===== src/rtl/frame_buf_arbiter_if.sv =====
`default_nettype none
// ============================================================================
// Module      : frame_buf_arbiter_if
// Description : Signal bundle between the frame buffer arbiter and its
//               surroundings: writer/reader start pulses, SDRAM controller
//               burst-load handshake and arbiter status.
//               master = environment (sources, controller), slave = arbiter.
// Revision    : 1.0  initial release
// ============================================================================
interface frame_buf_arbiter_if #(
    parameter int ADDR_W = 24
);
    // Frame source / scan-out requests
    logic              frm_wr_start;
    logic              frm_rd_start;

    // SDRAM controller burst-load handshake
    logic              mcb_wr_done;
    logic              mcb_rd_done;
    logic              mcb_wr_load;
    logic [ADDR_W-1:0] mcb_wr_addr;
    logic [ADDR_W-1:0] mcb_wr_length;
    logic              mcb_rd_load;
    logic [ADDR_W-1:0] mcb_rd_addr;
    logic [ADDR_W-1:0] mcb_rd_length;

    // Arbiter status
    logic              mem_rdy;
    logic              wr_busy;
    logic              rd_busy;
    logic [1:0]        wr_buf_idx;
    logic [1:0]        rd_buf_idx;
    logic [15:0]       drop_cnt;
    logic              start_err;

    modport master (
        output frm_wr_start, frm_rd_start, mcb_wr_done, mcb_rd_done,
        input  mcb_wr_load, mcb_wr_addr, mcb_wr_length,
        input  mcb_rd_load, mcb_rd_addr, mcb_rd_length,
        input  mem_rdy, wr_busy, rd_busy, wr_buf_idx, rd_buf_idx,
        input  drop_cnt, start_err
    );

    modport slave (
        input  frm_wr_start, frm_rd_start, mcb_wr_done, mcb_rd_done,
        output mcb_wr_load, mcb_wr_addr, mcb_wr_length,
        output mcb_rd_load, mcb_rd_addr, mcb_rd_length,
        output mem_rdy, wr_busy, rd_busy, wr_buf_idx, rd_buf_idx,
        output drop_cnt, start_err
    );
endinterface
`default_nettype wire


===== src/rtl/frame_buf_arbiter.sv =====
`default_nettype none
// ============================================================================
// Module      : frame_buf_arbiter
// Description : Multi-buffer frame arbiter between one frame writer and one
//               frame reader sharing an SDRAM controller. The writer always
//               gets a buffer the reader is not holding; the reader is pointed
//               at the newest completed frame, repeating or dropping frames
//               when the two rates differ.
// Revision    : 1.0  initial release
// ============================================================================
module frame_buf_arbiter #(
    parameter int                NBUF       = 2,
    parameter int                ADDR_W     = 24,
    parameter int                FRAME_LEN  = 1024*768,
    parameter logic [ADDR_W-1:0] BASE_ADDR  = 24'h000000,
    parameter logic [ADDR_W-1:0] BUF_STRIDE = 24'h100000
) (
    input  wire logic           clk_sdram,
    input  wire logic           rst_n,
    frame_buf_arbiter_if.slave  bus
);

    // Burst length handed to the controller is 0's based
    localparam logic [ADDR_W-1:0] c_frame_len_m1 = ADDR_W'(FRAME_LEN - 1);
    localparam logic [15:0]       c_drop_max     = 16'hFFFF;

    // Base address of buffer idx, wrapping within the address width
    function automatic logic [ADDR_W-1:0] f_buf_addr(input logic [1:0] idx);
        return BASE_ADDR + ADDR_W'(idx) * BUF_STRIDE;
    endfunction

    // ------------------------------------------------------------------------
    // State registers
    // ------------------------------------------------------------------------
    logic [1:0]        r_rd_cur;         // buffer held by the reader
    logic [1:0]        r_wr_cur;         // buffer being (or last) written
    logic [1:0]        r_latest;         // newest completed frame
    logic              r_latest_valid;   // r_latest not yet handed to reader
    logic              r_wr_busy;
    logic              r_rd_busy;
    logic              r_mem_rdy;
    logic              r_wr_load;
    logic              r_rd_load;
    logic [ADDR_W-1:0] r_wr_addr;
    logic [ADDR_W-1:0] r_rd_addr;
    logic [15:0]       r_drop_cnt;
    logic              r_start_err;

    // ------------------------------------------------------------------------
    // Next-state values
    // ------------------------------------------------------------------------
    logic [1:0]        w_rd_cur;
    logic [1:0]        w_wr_cur;
    logic [1:0]        w_latest;
    logic              w_latest_valid;
    logic              w_wr_busy;
    logic              w_rd_busy;
    logic              w_mem_rdy;
    logic              w_wr_load;
    logic              w_rd_load;
    logic [ADDR_W-1:0] w_wr_addr;
    logic [ADDR_W-1:0] w_rd_addr;
    logic [15:0]       w_drop_cnt;
    logic              w_start_err;
    logic [1:0]        w_pick;
    logic              w_found;

    // Resolve one cycle of events in order: completions, reader start, writer
    // start; every later step sees the values produced by the earlier ones.
    always_comb begin
        w_rd_cur       = r_rd_cur;
        w_wr_cur       = r_wr_cur;
        w_latest       = r_latest;
        w_latest_valid = r_latest_valid;
        w_wr_busy      = r_wr_busy;
        w_rd_busy      = r_rd_busy;
        w_mem_rdy      = r_mem_rdy;
        w_wr_load      = 1'b0;
        w_rd_load      = 1'b0;
        w_wr_addr      = r_wr_addr;
        w_rd_addr      = r_rd_addr;
        w_drop_cnt     = r_drop_cnt;
        w_start_err    = r_start_err;
        w_pick         = 2'd0;
        w_found        = 1'b0;

        // Completions: a finished write becomes the newest readable frame.
        // A stray write completion while idle carries no buffer and is dropped.
        if (bus.mcb_wr_done && r_wr_busy) begin
            w_latest       = r_wr_cur;
            w_latest_valid = 1'b1;
            w_mem_rdy      = 1'b1;
            w_wr_busy      = 1'b0;
        end
        if (bus.mcb_rd_done) begin
            w_rd_busy = 1'b0;
        end

        // Reader start: move to the newest frame if there is an unread one,
        // otherwise scan out the held buffer again.
        if (bus.frm_rd_start) begin
            if (w_rd_busy) begin
                w_start_err = 1'b1;
            end else if (w_mem_rdy) begin
                if (w_latest_valid && (w_latest != w_rd_cur)) begin
                    w_rd_cur       = w_latest;
                    w_latest_valid = 1'b0;
                end
                w_rd_load = 1'b1;
                w_rd_busy = 1'b1;
                w_rd_addr = f_buf_addr(w_rd_cur);
            end
        end

        // Writer start: lowest buffer neither held by the reader nor holding
        // an unread frame. Scanning high to low leaves the lowest match.
        if (bus.frm_wr_start) begin
            if (w_wr_busy) begin
                w_start_err = 1'b1;
            end else begin
                for (int i = NBUF - 1; i >= 0; i--) begin
                    if ((2'(i) != w_rd_cur) &&
                        !(w_latest_valid && (2'(i) == w_latest))) begin
                        w_pick  = 2'(i);
                        w_found = 1'b1;
                    end
                end
                if (!w_found) begin
                    // Only the unread frame is free: overwrite it and count
                    // the loss.
                    w_pick         = w_latest;
                    w_latest_valid = 1'b0;
                    if (w_drop_cnt != c_drop_max) begin
                        w_drop_cnt = w_drop_cnt + 16'd1;
                    end
                end
                w_wr_cur  = w_pick;
                w_wr_load = 1'b1;
                w_wr_busy = 1'b1;
                w_wr_addr = f_buf_addr(w_pick);
            end
        end
    end

    // Register the resolved state; synchronous active-low reset
    always_ff @(posedge clk_sdram) begin
        if (!rst_n) begin
            r_rd_cur       <= 2'd0;
            r_wr_cur       <= 2'd0;
            r_latest       <= 2'd0;
            r_latest_valid <= 1'b0;
            r_wr_busy      <= 1'b0;
            r_rd_busy      <= 1'b0;
            r_mem_rdy      <= 1'b0;
            r_wr_load      <= 1'b0;
            r_rd_load      <= 1'b0;
            r_wr_addr      <= BASE_ADDR;
            r_rd_addr      <= BASE_ADDR;
            r_drop_cnt     <= 16'd0;
            r_start_err    <= 1'b0;
        end else begin
            r_rd_cur       <= w_rd_cur;
            r_wr_cur       <= w_wr_cur;
            r_latest       <= w_latest;
            r_latest_valid <= w_latest_valid;
            r_wr_busy      <= w_wr_busy;
            r_rd_busy      <= w_rd_busy;
            r_mem_rdy      <= w_mem_rdy;
            r_wr_load      <= w_wr_load;
            r_rd_load      <= w_rd_load;
            r_wr_addr      <= w_wr_addr;
            r_rd_addr      <= w_rd_addr;
            r_drop_cnt     <= w_drop_cnt;
            r_start_err    <= w_start_err;
        end
    end

    // ------------------------------------------------------------------------
    // Outputs
    // ------------------------------------------------------------------------
    assign bus.mcb_wr_load   = r_wr_load;
    assign bus.mcb_wr_addr   = r_wr_addr;
    assign bus.mcb_wr_length = c_frame_len_m1;
    assign bus.mcb_rd_load   = r_rd_load;
    assign bus.mcb_rd_addr   = r_rd_addr;
    assign bus.mcb_rd_length = c_frame_len_m1;
    assign bus.mem_rdy       = r_mem_rdy;
    assign bus.wr_busy       = r_wr_busy;
    assign bus.rd_busy       = r_rd_busy;
    assign bus.wr_buf_idx    = r_wr_cur;
    assign bus.rd_buf_idx    = r_rd_cur;
    assign bus.drop_cnt      = r_drop_cnt;
    assign bus.start_err     = r_start_err;

endmodule
`default_nettype wire

===== src/flat_wrapper.sv =====
// flat-port wrapper written by rule: the top's interface ports become plain ports
module frame_buf_arbiter_flat 
#(
    parameter int                NBUF       = 2,
    parameter int                ADDR_W     = 24,
    parameter int                FRAME_LEN  = 1024*768,
    parameter logic [ADDR_W-1:0] BASE_ADDR  = 24'h000000,
    parameter logic [ADDR_W-1:0] BUF_STRIDE = 24'h100000
)
  (clk_sdram, rst_n, bus_frm_wr_start, bus_frm_rd_start, bus_mcb_wr_done, bus_mcb_rd_done, bus_mcb_wr_load, bus_mcb_wr_addr, bus_mcb_wr_length, bus_mcb_rd_load, bus_mcb_rd_addr, bus_mcb_rd_length, bus_mem_rdy, bus_wr_busy, bus_rd_busy, bus_wr_buf_idx, bus_rd_buf_idx, bus_drop_cnt, bus_start_err);
  frame_buf_arbiter_if #(.ADDR_W(ADDR_W)) bus_i ();
  input  wire logic clk_sdram;
  input  wire logic rst_n;
  input wire logic [$bits(bus_i.frm_wr_start)-1:0] bus_frm_wr_start;
  input wire logic [$bits(bus_i.frm_rd_start)-1:0] bus_frm_rd_start;
  input wire logic [$bits(bus_i.mcb_wr_done)-1:0] bus_mcb_wr_done;
  input wire logic [$bits(bus_i.mcb_rd_done)-1:0] bus_mcb_rd_done;
  output wire logic [$bits(bus_i.mcb_wr_load)-1:0] bus_mcb_wr_load;
  output wire logic [$bits(bus_i.mcb_wr_addr)-1:0] bus_mcb_wr_addr;
  output wire logic [$bits(bus_i.mcb_wr_length)-1:0] bus_mcb_wr_length;
  output wire logic [$bits(bus_i.mcb_rd_load)-1:0] bus_mcb_rd_load;
  output wire logic [$bits(bus_i.mcb_rd_addr)-1:0] bus_mcb_rd_addr;
  output wire logic [$bits(bus_i.mcb_rd_length)-1:0] bus_mcb_rd_length;
  output wire logic [$bits(bus_i.mem_rdy)-1:0] bus_mem_rdy;
  output wire logic [$bits(bus_i.wr_busy)-1:0] bus_wr_busy;
  output wire logic [$bits(bus_i.rd_busy)-1:0] bus_rd_busy;
  output wire logic [$bits(bus_i.wr_buf_idx)-1:0] bus_wr_buf_idx;
  output wire logic [$bits(bus_i.rd_buf_idx)-1:0] bus_rd_buf_idx;
  output wire logic [$bits(bus_i.drop_cnt)-1:0] bus_drop_cnt;
  output wire logic [$bits(bus_i.start_err)-1:0] bus_start_err;
  assign bus_i.frm_wr_start = bus_frm_wr_start;
  assign bus_i.frm_rd_start = bus_frm_rd_start;
  assign bus_i.mcb_wr_done = bus_mcb_wr_done;
  assign bus_i.mcb_rd_done = bus_mcb_rd_done;
  assign bus_mcb_wr_load = bus_i.mcb_wr_load;
  assign bus_mcb_wr_addr = bus_i.mcb_wr_addr;
  assign bus_mcb_wr_length = bus_i.mcb_wr_length;
  assign bus_mcb_rd_load = bus_i.mcb_rd_load;
  assign bus_mcb_rd_addr = bus_i.mcb_rd_addr;
  assign bus_mcb_rd_length = bus_i.mcb_rd_length;
  assign bus_mem_rdy = bus_i.mem_rdy;
  assign bus_wr_busy = bus_i.wr_busy;
  assign bus_rd_busy = bus_i.rd_busy;
  assign bus_wr_buf_idx = bus_i.wr_buf_idx;
  assign bus_rd_buf_idx = bus_i.rd_buf_idx;
  assign bus_drop_cnt = bus_i.drop_cnt;
  assign bus_start_err = bus_i.start_err;
  frame_buf_arbiter #(.NBUF(NBUF), .ADDR_W(ADDR_W), .FRAME_LEN(FRAME_LEN), .BASE_ADDR(BASE_ADDR), .BUF_STRIDE(BUF_STRIDE)) u_core (.clk_sdram(clk_sdram), .rst_n(rst_n), .bus(bus_i));
endmodule

===== config.mk =====
export PLATFORM = sky130hd
export DESIGN_NAME = frame_buf_arbiter_flat
export DESIGN_NICKNAME = d
export VERILOG_FILES = /design/src/rtl/frame_buf_arbiter_if.sv /design/src/rtl/frame_buf_arbiter.sv /design/src/flat_wrapper.sv
export SDC_FILE = /design/constraint.sdc
export NUM_CORES = 1
export LEC_CHECK = 0
export CAP_MARGIN = 20
export CORE_MARGIN = 2
export CORE_UTILIZATION = 35
export CTS_CLUSTER_DIAMETER = 120
export CTS_CLUSTER_SIZE = 10
export DETAILED_ROUTE_END_ITERATION = 12
export HOLD_SLACK_MARGIN = 0.08
export PLACE_DENSITY = 0.9
export REMOVE_ABC_BUFFERS = 1
export SETUP_SLACK_MARGIN = 0.4
export SYNTH_ARGS = -nofsm -noshare
export SYNTH_HDL_FRONTEND = slang
export SYNTH_SLANG_ARGS = --single-unit
export TNS_END_PERCENT = 5

===== constraint.sdc =====
create_clock -name clk_sdram -period 1.75 [get_ports clk_sdram]
set_input_delay 0.2625 -clock clk_sdram [delete_from_list [all_inputs] [get_ports clk_sdram]]
set_output_delay 0.2625 -clock clk_sdram [all_outputs]
set_load 0.02 [all_outputs]

# Word-level counts from Yosys, hierarchy flattened
# Cells that the tools add are included.
dict set report word_totals {
  ff_bits 31
  inputBits 6
  output_inout_bits 122
  elab_cells 69
}
dict set report classes {
  add_sub_neg 1
  n_eq_ne 4
  mux 32
  n_bitwise 5
  n_reduce_logical 15
}
# cell count
set op_table {}
lappend op_table {{$mux W1} 26}
lappend op_table {{$add A16 B1 Y16 const B} 1}
lappend op_table {{$ne A16 B16 Y1 const B} 1}
lappend op_table {{$mux W2} 6}
lappend op_table {{$logic_and A1 B1 Y1} 6}
lappend op_table {{$not A1 Y1} 5}
lappend op_table {{$reduce_and A2 Y1} 2}
lappend op_table {{$reduce_and A4 Y1} 1}
lappend op_table {{$reduce_and A3 Y1} 1}
lappend op_table {{$reduce_or A3 Y1} 1}
lappend op_table {{$eq A1 B2 Y1 const A} 1}
lappend op_table {{$logic_not A1 Y1} 2}
lappend op_table {{$logic_not A2 Y1} 1}
lappend op_table {{$ne A1 B2 Y1 const A} 1}
lappend op_table {{$ne A2 B2 Y1} 1}
lappend op_table {{$reduce_bool A2 Y1} 1}

# Depth between registers and ports, before layout
dict set report logic_depth {
  depth_word 18
  mapped_depth 8
  depth_no_buf 6
}

# Worst setup path before layout
# OpenSTA, ideal clock, no wires.
dict set report synth_timing {
  path_kind {register to register}
  startpoint {register u_core.r_wr_busy, in the netlist u_core.bus.wr_busy}
  endpoint {register u_core.r_drop_cnt[15], in the netlist u_core.bus.drop_cnt[15]}
  setup_ns 0.071
  t_arrival_ns 1.904
  required_time_ns 1.679
  setup_slack_ns -0.225
  stages_incl_launch_ff 6
  path_buffers 0
  period_less_slack_ns 1.975
  path_cell_list {dfxtp_1 > nand3_2 > and3_4 > or4b_4 > or4_1 > a21oi_1}
}
dict set report synth_between {
  elab_chain_cells 17
  word_cells_on_any_way 32
  cone_classes {eq/ne (3); mux (16); bitwise (2); reduce/logical (11)}
}
# item line_no
set synth_rtl {}
lappend synth_rtl {{start, declared} frame_buf_arbiter.sv:39} ;# logic r_wr_busy;
lappend synth_rtl {{start signal, assigned} frame_buf_arbiter.sv:166} ;# r_wr_busy <= w_wr_busy;
lappend synth_rtl {{$logic_and A1 B1 Y1} frame_buf_arbiter.sv:89} ;# if (bus.mcb_wr_done && r_wr_busy) begin
lappend synth_rtl {{$mux W2} frame_buf_arbiter.sv:89}
lappend synth_rtl {{$ne A2 B2 Y1} frame_buf_arbiter.sv:105} ;# if (w_latest_valid && (w_latest != w_rd_cur)) begin
lappend synth_rtl {{$logic_and A1 B1 Y1} frame_buf_arbiter.sv:105}
lappend synth_rtl {{$mux W1} frame_buf_arbiter.sv:105}
lappend synth_rtl {{$mux W1} frame_buf_arbiter.sv:104} ;# end else if (w_mem_rdy) begin
lappend synth_rtl {{$mux W1} frame_buf_arbiter.sv:102} ;# if (w_rd_busy) begin
lappend synth_rtl {{$mux W1} frame_buf_arbiter.sv:101} ;# if (bus.frm_rd_start) begin
lappend synth_rtl {{$logic_and A1 B1 Y1} frame_buf_arbiter.sv:123} ;# !(w_latest_valid && (2'(i) == w_latest))) begin
lappend synth_rtl {{$logic_not A1 Y1} frame_buf_arbiter.sv:123}
lappend synth_rtl {{$logic_and A1 B1 Y1} frame_buf_arbiter.sv:122} ;# if ((2'(i) != w_rd_cur) &&
lappend synth_rtl {{$mux W1 (2 in series)} frame_buf_arbiter.sv:122}
lappend synth_rtl {{$mux W1} frame_buf_arbiter.sv:118} ;# if (w_wr_busy) begin
lappend synth_rtl {{$mux W1} frame_buf_arbiter.sv:117} ;# if (bus.frm_wr_start) begin
lappend synth_rtl {{$not A1 Y1 (no source line)} --}
lappend synth_rtl {{$reduce_and A4 Y1 (no source line) *} --}
lappend synth_rtl {{end signal, assigned} frame_buf_arbiter.sv:173} ;# r_drop_cnt <= w_drop_cnt;
lappend synth_rtl {{end, declared} frame_buf_arbiter.sv:46} ;# logic [15:0] r_drop_cnt;
# Every way passes the cells marked *; elsewhere a longest branch is shown, timed or not. The select of a mux whose other input is x is not followed.
# A chain may end at the register's enable or synchronous reset.

# Final worst setup path
# Ends and elaborated chain as after synthesis.

==> run_results.csv <==
group,metric,value,unit
global_routing,overflow,0,
worst_hold_path,hold_path_class,"reg2reg",
timing,finalHoldViolCount,0,
final_layout,n_antenna_cell,0,
place,dp_hpwl,3.72,mm
floorplanning,die_h,83.1,µm
yosys,syn_inst,267,
clock_network,path_clk_slew,0.06,ns
timing,post-route-period-util,110,%
floorplanning,boundaryPins,128,
yosys,synth_seq_cells,31,
power_and_ir_drop,ir_worst_vdd,0.259,mV
final_layout,fin_util,46.0,%
worst_setup_path,crit_start,"u_core.bus.wr_busy",
worst_setup_path,cpMaxStageDelayCell,"or4b_4",
timing,setup_ws,-0.171,ns
yosys,synth_cell_type_count,42,
yosys,synth_edf_count,0,
worst_setup_path,worstSetupEndpoint,"u_core.bus.drop_cnt[15]",
yosys,netlist_area,0.00219,mm²
final_layout,most-common-layout-cells,"conb_1 (92), buf_4 (51), dfxtp_1 (27), a21oi_1 (18)",
final_layout,syn_to_final_growth,25.8,%
power_and_ir_drop,p_switching,0.558,mW
yosys,synth_top_flop_cell,"dfxtp_1",
yosys,syn_avg_cell_area,8.20,µm²
global_routing,track_usage,13.1,%
clock_network,cts_hold_buf,0,
worst_setup_path,worst_setup_path_start_kind,"flop",
worst_setup_path,crit_fanout,6,
clock_network,htree_levels,2,
clock_network,clk_latency,0.28,ns
route,drc_errors,0,
power_and_ir_drop,clkPwrFrac,33.4,%
global_routing,grt_pass1_vias,1629,
run_status,violations,"setup timing",
yosys,synth_top_area_share,32.2,%
yosys,yosys.area.top_type,"buf_4",
place,numPortBuffers,35,
timing,whs,0.498,ns
timing,slew_violations,0,
clock_network,cts_tree,"yes",
global_routing,grt_pass1_wl,7.42,mm
worst_setup_path,path_delay_family,"simple AND/OR/NAND/NOR gates",
floorplanning,start_util,36.5,%
worst_setup_path,path_depth,5,
timing,setup_viol_count_final,15,
yosys,synthArstFlopShare,0,%
power_and_ir_drop,cellLeakagePower,1.30,nW
clock_network,numCtsBuffers,5,
route,ant_nets,0,
floorplanning,core_region_area,0.00599,mm²
final_layout,nets,360,
worst_setup_path,worst_ep_arrival_time,2.14,ns
worst_setup_path,path_class,"reg2reg",
yosys,ys_top_cells_by_area,"buf_4 (32%), dfxtp_1 (28%), a21oi_1 (5.0%), o31ai_1 (3.4%), or4_1 (3.4%)",
power_and_ir_drop,swShare,33.0,%
worst_setup_path,regToRegEndpoint,"u_core.bus.drop_cnt[15]",
worst_setup_path,path_buf_inv,0,
worst_setup_path,ff2ff_path_depth,5,
power_and_ir_drop,powerDensity,614,mW/mm²
worst_setup_path,r2r_slack,-0.17,ns
place,dp_cells,418,
timing,fin_skew,0.00605,ns
yosys,ys_warn_count,0,
power_and_ir_drop,internal_power,1.13,mW
worst_setup_path,r2r_start,"u_core.bus.wr_busy",
route,drt-wirelength-per-cell,11.8,µm
worst_setup_path,cp_slowest_stage_delay,0.50,ns
route,firstDrtPassIters,4,
route,drtIter0Drc,72,
floorplanning,die_w,83.1,µm
place,place.gp.congestion,0.850,
global_routing,antenna_found_initial,0,
final_layout,drive_gt1_share,30.0,%
global_routing,grt_max_degree,28,
floorplanning,die-area,0.00690,mm²
timing,rsz0062_at_grt,"true",
worst_setup_path,worst_setup_path_end_kind,"flop",
clock_network,cts_sinks,31,
yosys,seq_area_frac_synth,28.3,%
clock_network,clock_path_buffers,2,
final_layout,final_cells,428,
route,routed_via_density,4.60,
final_layout,layout_commonest_cell,"conb_1",
run_status,status,"complete, but fails checks",
floorplanning,rows,28,
run,cap_violations,0,
timing,fmax,521,MHz
route,vias,1970,
worst_setup_path,crit_chain,"a21bo_1, and3_4, or4b_4, or4_4, a21oi_2",
power_and_ir_drop,p_comb_share,23.2,%
clock_network,cts_root_buf,"clkbuf_8",
worst_setup_path,critPathRequiredTime,1.97,ns
route,routed_wl,5.03,mm
timing,fin_crit,1.92,ns
timing,tns,-1.57,ns
final_layout,n_fill_cell,548,
power_and_ir_drop,seq_power_share,43.4,%
==> metal layers <==
layer  up-vias  global-route usage (%)  part of all wire [%]  wire length [µm]
li1        907                       -                     -                 -
met1       931                    14.6                    37              1880
met5         -                       0                     0                 0
met3        15                    3.18                   7.5               379
met4         0                    6.86                   3.2               162
met2       117                    23.0                    52              2620
==> layout make-up <==
cell class                 count  area (µm²)  share of cell area [%]
clock buffer                   6        82.6                    3.00
tap                           75        93.8                    3.41
multi-input combinational    219        1220                    44.3
clock inverter                 1        5.00                   0.182
inverter                       7        26.3                   0.954
timing repair buffer          89         697                    25.3
sequential                    31         628                    22.8
==> stage by stage <==
| step | worst slack (ns) | instance area [µm²] | total power, mW |
|---|---|---|---|
| 2_1_floorplan | -0.323 | 1800 | 1.01 |
| 3_3_place_gp | -0.578 | 2620 | 1.13 |
| 3_5_place_dp | -0.657 | 2620 | 1.13 |
| 4_1_cts | -0.140 | 2710 | 1.69 |
| 5_1_grt | -0.241 | 2750 | 1.76 |
| 6_report | -0.171 | 2750 | 1.69 |
==> sequential cells by signal (all words and copies together) (netlist names) <==
| register | cells |
|---|---|
| u_core.r_latest_valid | 1 |
| u_core.bus.wr_buf_idx | 2 |
| u_core.bus.mcb_wr_load | 1 |
| u_core.bus.drop_cnt | 16 |
| u_core.bus.rd_busy | 1 |
| u_core.bus.start_err | 1 |
| u_core.bus.wr_busy | 1 |
| u_core.bus.mem_rdy | 1 |
| u_core.bus.rd_buf_idx | 2 |
| u_core.r_latest | 2 |
| u_core.bus.mcb_rd_load | 1 |
| u_core.bus.mcb_rd_addr | 2 |
==> worst min-delay path by stage <==
stage                                          start                         end  slack (ns)  cells after the start
after floorplan                     bus_frm_wr_start          u_core.bus.wr_busy        0.38                      2
after global placement       u_core.bus.drop_cnt[14]     u_core.bus.drop_cnt[14]        0.48                      2
after detailed placement  u_core.bus.mcb_rd_addr[21]  u_core.bus.mcb_rd_addr[21]        0.48                      2
after CTS                 u_core.bus.mcb_rd_addr[21]  u_core.bus.mcb_rd_addr[21]        0.49                      2
after global routing      u_core.bus.mcb_rd_addr[21]  u_core.bus.mcb_rd_addr[21]        0.54                      2
final                     u_core.bus.mcb_rd_addr[21]  u_core.bus.mcb_rd_addr[21]        0.50                      2
==> worst min-delay path: stages, from the launching register on <==
cell,delay (ns)
dfxtp_1,0.34
a21oi_2,0.05
nor2_1,0.07
==> cells by family after synthesis <==
group           count (synthesis)  synth area share, %
simple gates                   70                 18.6
flops                          31                 28.3
fa+ha+maj                       1                0.571
compound gates                 50                 14.7
buf+inv                       107                 34.6
mux                             5                 2.34
xor+xnor                        1                0.400
other cells                     2                0.343
==> Yosys cell counts, drive strengths merged (3+ instances only) <==
| library cell | count |
|---|---|
| and3 | 4 |
| nor3 | 3 |
| clkbuf | 3 |
| buf | 97 |
| nand3 | 4 |
| nor2 | 14 |
| dfxtp | 31 |
| or4 | 10 |
| a21oi | 22 |
| nand4 | 6 |
| nand2 | 12 |
| mux2i | 4 |
| o21ai | 7 |
| nand2b | 5 |
| inv | 6 |
| and2 | 3 |
| or3 | 4 |
| o31ai | 10 |
| a211oi | 3 |
==> power groups by stage <==
stage	Clock, mW	Sequential (mW)	Combinational, mW
after detailed placement	0	0.747	0.386
after global routing	0.606	0.735	0.418
final	0.564	0.734	0.393
after floorplan	0	0.768	0.241
after global placement	0	0.747	0.379
after CTS	0.575	0.733	0.379
==> repair_timing <==
action / in CTS / in global routing
setup buffers: 0 / 3
endpoints found under the setup margin: 56 / 40
cloned: 0 / 0
resized for setup: 52 / 41
pin swaps: 2 / 12
No activity file was read; power rests on OpenSTA's default activity.
